## src/rtl/shift_operand_fetch_if.sv

```systemverilog
// shift_operand_fetch_if: instruction, register-file and shifter-operand
// signals of shift_operand_fetch bundled into one interface.
// Optional feature macro: SHIFT_RRX_EN (adds op_rrx).
//
// Handshakes: instr and op transfer on a rising clock edge where the
// producer's valid and the consumer's ready are both high; a producer holds
// valid and its payload stable until that edge. The register file has no
// handshake: rf_rdata answers an rf_req exactly one cycle later.
interface shift_operand_fetch_if;
    logic        instr_valid;
    logic        instr_ready;
    logic [31:0] instr;
    logic        rf_req;
    logic [3:0]  rf_addr;
    logic [31:0] rf_rdata;
    logic        op_valid;
    logic        op_ready;
    logic [31:0] op_rm;
    logic [1:0]  op_type;
    logic [7:0]  op_amount;
    logic        op_by_reg;
`ifdef SHIFT_RRX_EN
    logic        op_rrx;
`endif
    logic [2:0]  dbg_state;

    // The fetch block itself.
    modport slave (
        input  instr_valid, instr, rf_rdata, op_ready,
        output instr_ready, rf_req, rf_addr, op_valid,
               op_rm, op_type, op_amount, op_by_reg,
`ifdef SHIFT_RRX_EN
               op_rrx,
`endif
               dbg_state
    );

    // Decode stage, register file and shifter around it.
    modport master (
        output instr_valid, instr, rf_rdata, op_ready,
        input  instr_ready, rf_req, rf_addr, op_valid,
               op_rm, op_type, op_amount, op_by_reg,
`ifdef SHIFT_RRX_EN
               op_rrx,
`endif
               dbg_state
    );
endinterface

```

## src/rtl/shift_operand_fetch.sv

```systemverilog
// shift_operand_fetch: decodes the ARM operand-2 field, reads Rm/Rs through
// one register-file port and presents barrel-shifter operands.
// Optional feature macro: SHIFT_RRX_EN (ROR #0 encodes RRX, op_rrx output).
module shift_operand_fetch (
    input  logic                  clk,
    input  logic                  rst_n,
    shift_operand_fetch_if.slave  bus
);

    typedef enum logic [2:0] {
        IDLE   = 3'd0,
        RD_RM  = 3'd1,
        CAP_RM = 3'd2,
        CAP_RS = 3'd3,
        OUT    = 3'd4
    } state_t;

    state_t      state_q, state_d;
    logic [3:0]  rm_idx;
    logic [3:0]  rs_idx;
    logic [31:0] op_rm_q;
    logic [1:0]  op_type_q;
    logic [7:0]  op_amount_q;
    logic        op_by_reg_q;
    logic        instr_ready_c;
    logic        op_valid_c;
    logic        rf_req_c;
    logic [3:0]  rf_addr_c;
    logic        accept;

    // Decode helpers for the instruction currently offered.
    logic        is_imm;
    logic        is_by_reg;
    logic [4:0]  shamt;
    logic [1:0]  sh_type;
    logic [7:0]  imm_amount;

    assign accept     = bus.instr_valid && instr_ready_c;
    assign is_imm     = bus.instr[25];
    assign is_by_reg  = !bus.instr[25] && bus.instr[4];
    assign shamt      = bus.instr[11:7];
    assign sh_type    = bus.instr[6:5];

    // Immediate shift amount: #0 means 32 for LSR/ASR, stays 0 for LSL/ROR.
    always_comb begin
        imm_amount = {3'b000, shamt};
        if (shamt == 5'd0 && (sh_type == 2'b01 || sh_type == 2'b10))
            imm_amount = 8'd32;
    end

`ifdef SHIFT_RRX_EN
    logic op_rrx_q;
    // RRX flag: only shift-by-immediate ROR #0 requests a rotate-through-carry.
    always_ff @(posedge clk or negedge rst_n) begin
        if (!rst_n)
            op_rrx_q <= 1'b0;
        else if (accept)
            op_rrx_q <= !is_imm && !bus.instr[4] && sh_type == 2'b11 && shamt == 5'd0;
    end
    assign bus.op_rrx = op_rrx_q;
`endif

    // State register.
    always_ff @(posedge clk or negedge rst_n) begin
        if (!rst_n)
            state_q <= IDLE;
        else
            state_q <= state_d;
    end

    // Next state, handshake and register-file read strobes.
    always_comb begin
        state_d       = state_q;
        instr_ready_c = 1'b0;
        op_valid_c    = 1'b0;
        rf_req_c      = 1'b0;
        rf_addr_c     = 4'd0;
        case (state_q)
            IDLE: begin
                instr_ready_c = 1'b1;
                if (bus.instr_valid)
                    state_d = is_imm ? OUT : RD_RM;
            end
            RD_RM: begin
                rf_req_c  = 1'b1;
                rf_addr_c = rm_idx;
                state_d   = CAP_RM;
            end
            CAP_RM: begin
                if (op_by_reg_q) begin
                    rf_req_c  = 1'b1;
                    rf_addr_c = rs_idx;
                    state_d   = CAP_RS;
                end else begin
                    state_d = OUT;
                end
            end
            CAP_RS: state_d = OUT;
            OUT: begin
                op_valid_c = 1'b1;
                if (bus.op_ready)
                    state_d = IDLE;
            end
            default: state_d = IDLE;
        endcase
    end

    // Operand registers: decode fields at accept, register data as it returns.
    always_ff @(posedge clk or negedge rst_n) begin
        if (!rst_n) begin
            rm_idx      <= 4'd0;
            rs_idx      <= 4'd0;
            op_rm_q     <= 32'd0;
            op_type_q   <= 2'b00;
            op_amount_q <= 8'd0;
            op_by_reg_q <= 1'b0;
        end else if (accept) begin
            rm_idx      <= bus.instr[3:0];
            rs_idx      <= bus.instr[11:8];
            op_by_reg_q <= is_by_reg;
            if (is_imm) begin
                op_rm_q     <= {24'd0, bus.instr[7:0]};
                op_type_q   <= 2'b11;
                op_amount_q <= {3'b000, bus.instr[11:8], 1'b0};
            end else begin
                op_type_q   <= sh_type;
                op_amount_q <= is_by_reg ? 8'd0 : imm_amount;
            end
        end else if (state_q == CAP_RM) begin
            op_rm_q <= bus.rf_rdata;
        end else if (state_q == CAP_RS) begin
            op_amount_q <= bus.rf_rdata[7:0];
        end
    end

    assign bus.instr_ready = instr_ready_c;
    assign bus.op_valid    = op_valid_c;
    assign bus.rf_req      = rf_req_c;
    assign bus.rf_addr     = rf_addr_c;
    assign bus.op_rm       = op_rm_q;
    assign bus.op_type     = op_type_q;
    assign bus.op_amount   = op_amount_q;
    assign bus.op_by_reg   = op_by_reg_q;
    assign bus.dbg_state   = state_q;

endmodule

```

## src/flat_wrapper.sv

```systemverilog
// flat-port wrapper written by rule: the top's interface ports become plain ports
module shift_operand_fetch_flat 
  (clk, rst_n, bus_instr_valid, bus_instr, bus_rf_rdata, bus_op_ready, bus_instr_ready, bus_rf_req, bus_rf_addr, bus_op_valid, bus_op_rm, bus_op_type, bus_op_amount, bus_op_by_reg, bus_dbg_state);
  shift_operand_fetch_if bus_i ();
  input  logic clk;
  input  logic rst_n;
  input wire logic [$bits(bus_i.instr_valid)-1:0] bus_instr_valid;
  input wire logic [$bits(bus_i.instr)-1:0] bus_instr;
  input wire logic [$bits(bus_i.rf_rdata)-1:0] bus_rf_rdata;
  input wire logic [$bits(bus_i.op_ready)-1:0] bus_op_ready;
  output wire logic [$bits(bus_i.instr_ready)-1:0] bus_instr_ready;
  output wire logic [$bits(bus_i.rf_req)-1:0] bus_rf_req;
  output wire logic [$bits(bus_i.rf_addr)-1:0] bus_rf_addr;
  output wire logic [$bits(bus_i.op_valid)-1:0] bus_op_valid;
  output wire logic [$bits(bus_i.op_rm)-1:0] bus_op_rm;
  output wire logic [$bits(bus_i.op_type)-1:0] bus_op_type;
  output wire logic [$bits(bus_i.op_amount)-1:0] bus_op_amount;
  output wire logic [$bits(bus_i.op_by_reg)-1:0] bus_op_by_reg;
  output wire logic [$bits(bus_i.dbg_state)-1:0] bus_dbg_state;
  assign bus_i.instr_valid = bus_instr_valid;
  assign bus_i.instr = bus_instr;
  assign bus_i.rf_rdata = bus_rf_rdata;
  assign bus_i.op_ready = bus_op_ready;
  assign bus_instr_ready = bus_i.instr_ready;
  assign bus_rf_req = bus_i.rf_req;
  assign bus_rf_addr = bus_i.rf_addr;
  assign bus_op_valid = bus_i.op_valid;
  assign bus_op_rm = bus_i.op_rm;
  assign bus_op_type = bus_i.op_type;
  assign bus_op_amount = bus_i.op_amount;
  assign bus_op_by_reg = bus_i.op_by_reg;
  assign bus_dbg_state = bus_i.dbg_state;
  shift_operand_fetch u_core (.clk(clk), .rst_n(rst_n), .bus(bus_i));
endmodule
```

## config.mk

```make
export PLATFORM = sky130hd
export DESIGN_NAME = shift_operand_fetch_flat
export DESIGN_NICKNAME = d
export VERILOG_FILES = /design/src/rtl/shift_operand_fetch_if.sv /design/src/rtl/shift_operand_fetch.sv /design/src/flat_wrapper.sv
export SDC_FILE = /design/constraint.sdc
export NUM_CORES = 1
export LEC_CHECK = 0
export CORE_MARGIN = 2
export CORE_UTILIZATION = 42
export DETAILED_ROUTE_END_ITERATION = 12
export PLACE_DENSITY = 0.81
export SLEW_MARGIN = 20
export SYNTH_ARGS = -nofsm -noshare
export SYNTH_HDL_FRONTEND = slang
export SYNTH_SLANG_ARGS = --single-unit
export TNS_END_PERCENT = 10
```

## constraint.sdc

```tcl
create_clock -name clk -period 2.9 [get_ports clk]
set_clock_uncertainty 0.1 [all_clocks]
set_input_delay 0.725 -clock clk [delete_from_list [all_inputs] [get_ports clk]]
set_output_delay 0.725 -clock clk [all_outputs]
set_load 0.005 [all_outputs]
```

==> flow_summary.json <==
{
  "core_area_um2": 5440,
  "internal-power_mw": 2.24,
  "worstPathMaxFanout": 8,
  "grt_pass1_vias": 2083,
  "rows": 27,
  "startpoint_type": "flop",
  "ioPinCount": 121,
  "hold_viol_final": 0,
  "drt_iter0_drc": 72,
  "grt_overflow": 0,
  "via_count": 1981,
  "dp_hpwl_um": 4290,
  "synthArstFlopShare_pct": 100,
  "ys.flop_type": "dfrtp_1",
  "avgSynthCellArea_um2": 11.4,
  "postRouteAntennaNets": 0,
  "worstPathRequired_ps": 2080,
  "antenna_found_initial": 0,
  "r2r_slack_ps": 780,
  "drt-vias-per-instance": 5.17,
  "tightest_slew_ps": 662,
  "insertion_delay_ps": 310,
  "clkSinkCount": 54,
  "hold_depth": 2,
  "power_switching_mw": 1.01,
  "reg2regPathDepth": 6,
  "start_util_pct": 42.9,
  "clock_path_buffers": 2,
  "power.share.switching_pct": 31.0,
  "crit_arrival_ps": 1950,
  "fmax_ghz": 0.360,
  "syn_area_um2": 2330,
  "setup_tns_ps": 0,
  "min_period_ps": 2780,
  "yosysSeqAreaShare_pct": 57.9,
  "powerDensity_nw_per_um2": 909,
  "synth_top_area_cell": "dfrtp_1",
  "finalSetupViolCount": 0,
  "fp.dieH_um": 78.5,
  "netlist_top_cells_count": "dfrtp_1 (54), a22o_1 (24), nand2_1 (18)",
  "combPwrFrac_pct": 44.9,
  "rsz0062_at_grt": "false",
  "hold_slack_ps": 389,
  "vdd_ir_drop_max_mv": 0.420,
  "largest_register_ffs": 32,
  "leakagePower_nw": 1.56,
  "io_buffers": 101,
  "synth_cells": 204,
  "synth_cell_types": 31,
  "yosysMostFrequentCell": "dfrtp_1",
  "nNetsFinal": 378,
  "routedWlPerCell_um": 15.5,
  "setup.worst_path.end_class": "output port",
  "wl_um": 5930,
  "ys_top_cells_by_area": "dfrtp_1 (58%), a22o_1 (9.0%), o21ai_0 (3.6%)",
  "synth_edf_count": 0,
  "h-tree-depth": 2,
  "slew_headroom_pct": 55.9,
  "finalCritPeriodShare_pct": 95.8,
  "status": "completed",
  "synth_warnings": 0,
  "p_clk_share_pct": 15.6,
  "fill_cells": 435,
  "synth_nets": 272,
  "grt_pass1_wl_um": 9700,
  "dr.pass1.iters": 4,
  "area_growth_pct": 53.0,
  "drcViolationCount": 0,
  "synth_top_area_share_pct": 57.9,
  "grt_usage_pct": 20.0,
  "pwr-share-seq_pct": 39.5,
  "clk_pin_slew_ps": 90,
  "cts_buffers": 5,
  "cts_tree": "done",
  "hold_buffers": 0,
  "n_antenna_cell": 0,
  "max_cap_viol_count": 0,
  "drive_above_1_share_pct": 11.9,
  "place_congestion": 0.824,
  "die_x_um": 78.5,
  "finalMaxSlewViolations": 0,
  "hold_path_class": "reg2reg",
  "root_buffer": "clkbuf_8",
  "path_class": "reg2out",
  "final_util_pct": 65.7,
  "die_area_um2": 6170,
  "grt_max_degree": 55,
  "ys_ff_latch": 54
}
-- stage by stage --
stage | cells | total power, mW | setup WS [ps] | area, um^2
CTS | 379 | 3.25 | 46.9 | 3540
floorplan | 204 | 1.92 | 895 | 2330
finish | 383 | 3.25 | 123 | 3570
global route | 383 | 3.46 | 13.5 | 3570
detailed placement | 371 | 2.74 | 250 | 3430
global placement | 371 | 2.69 | 308 | 3430
-- worst paths after layout --
check                                         from                 endpoint
min reg2reg                    u_core.bus.op_rm[6]      u_core.bus.op_rm[6]
max in group asynchronous                    rst_n  u_core.bus.dbg_state[1]
max                        u_core.bus.dbg_state[1]           bus_rf_addr[2]
min in group asynchronous                    rst_n     u_core.bus.op_rm[30]
min                            u_core.bus.op_rm[6]      u_core.bus.op_rm[6]
max reg2reg                u_core.bus.dbg_state[0]  u_core.bus.op_amount[4]
-- worst max-delay path, cell delays in order, from the launching register on --
cell	delay, ps
dfrtp_2	460
buf_4	150
nor2b_1	290
a21oi_1	120
nor2_1	100
clkdlybuf4s50_1	530
-- routing by layer --
metal | vias up | GRT usage (%) | wire [um]
met5 | - | 0 | 0
met1 | 938 | 24.4 | 2580
met3 | 8 | 5.98 | 525
met2 | 92 | 34.1 | 2750
li1 | 943 | - | -
met4 | 0 | 6.32 | 81
-- power by group through the flow --
| stage | Clock (mW) | Sequential (mW) | Combinational, mW |
|---|---|---|---|
| 6_report | 0.506 | 1.28 | 1.46 |
| 5_1_grt | 0.533 | 1.32 | 1.60 |
| 4_1_cts | 0.517 | 1.29 | 1.44 |
| 3_5_place_dp | 0 | 1.30 | 1.44 |
| 3_3_place_gp | 0 | 1.29 | 1.40 |
| 2_1_floorplan | 0 | 1.26 | 0.660 |
-- cell type report --
| type | count | area, um^2 | area share (%) |
|---|---|---|---|
| sequential | 54 | 1350 | 37.9 |
| timing repair buffer | 113 | 1110 | 31.0 |
| multi-input combinational | 132 | 893 | 25.0 |
| tap | 72 | 90.1 | 2.52 |
| clock buffer | 6 | 72.6 | 2.03 |
| clock inverter | 2 | 37.5 | 1.05 |
| inverter | 4 | 15.0 | 0.420 |
-- kinds of logic (layout without fill, tap and decap cells) --
| family | after synthesis | count (layout) | synth area share [%] |
|---|---|---|---|
| flip-flops | 54 | 54 | 57.9 |
| buffers and inverters | 18 | 125 | 4.02 |
| multiplexers | 17 | 17 | 8.10 |
| AND/OR/NAND/NOR | 51 | 51 | 11.2 |
| XOR/XNOR | 1 | 1 | 0.375 |
| AO/OA/AOI/OAI | 63 | 63 | 18.4 |
-- cells in the final DEF, fill, tap and decap left out --
cell type and instances:
or3b_2 2, bufinv_16 1, a21oi_1 11, o21ai_0 17
buf_12 1, dfrtp_1 52, xnor2_1 1, buf_4 11
a22oi_1 2, nand3b_1 2, clkinvlp_4 1, clkbuf_1 1
a22o_1 24, or3_1 1, nor3_2 1, or4b_1 1
clkbuf_8 5, nor2_1 13, buf_2 1, inv_1 4
or4_1 1, nor3_1 2, nor3b_2 1, dfrtp_2 2
a21oi_2 2, nor3b_1 5, mux2i_1 8, o22ai_1 4
a211oi_1 1, mux2_4 2, o31ai_1 1, clkdlybuf4s50_1 100
nor2b_1 2, a21o_1 1, nand2_1 18, nand3_1 2
mux2_2 7
-- timing repair --
item                       in CTS  in global routing
setup endpoints to repair       3                  5
setup buffers                   0                  4
gates resized for setup         1                  1
No activity file was read; power rests on OpenSTA's default activity.
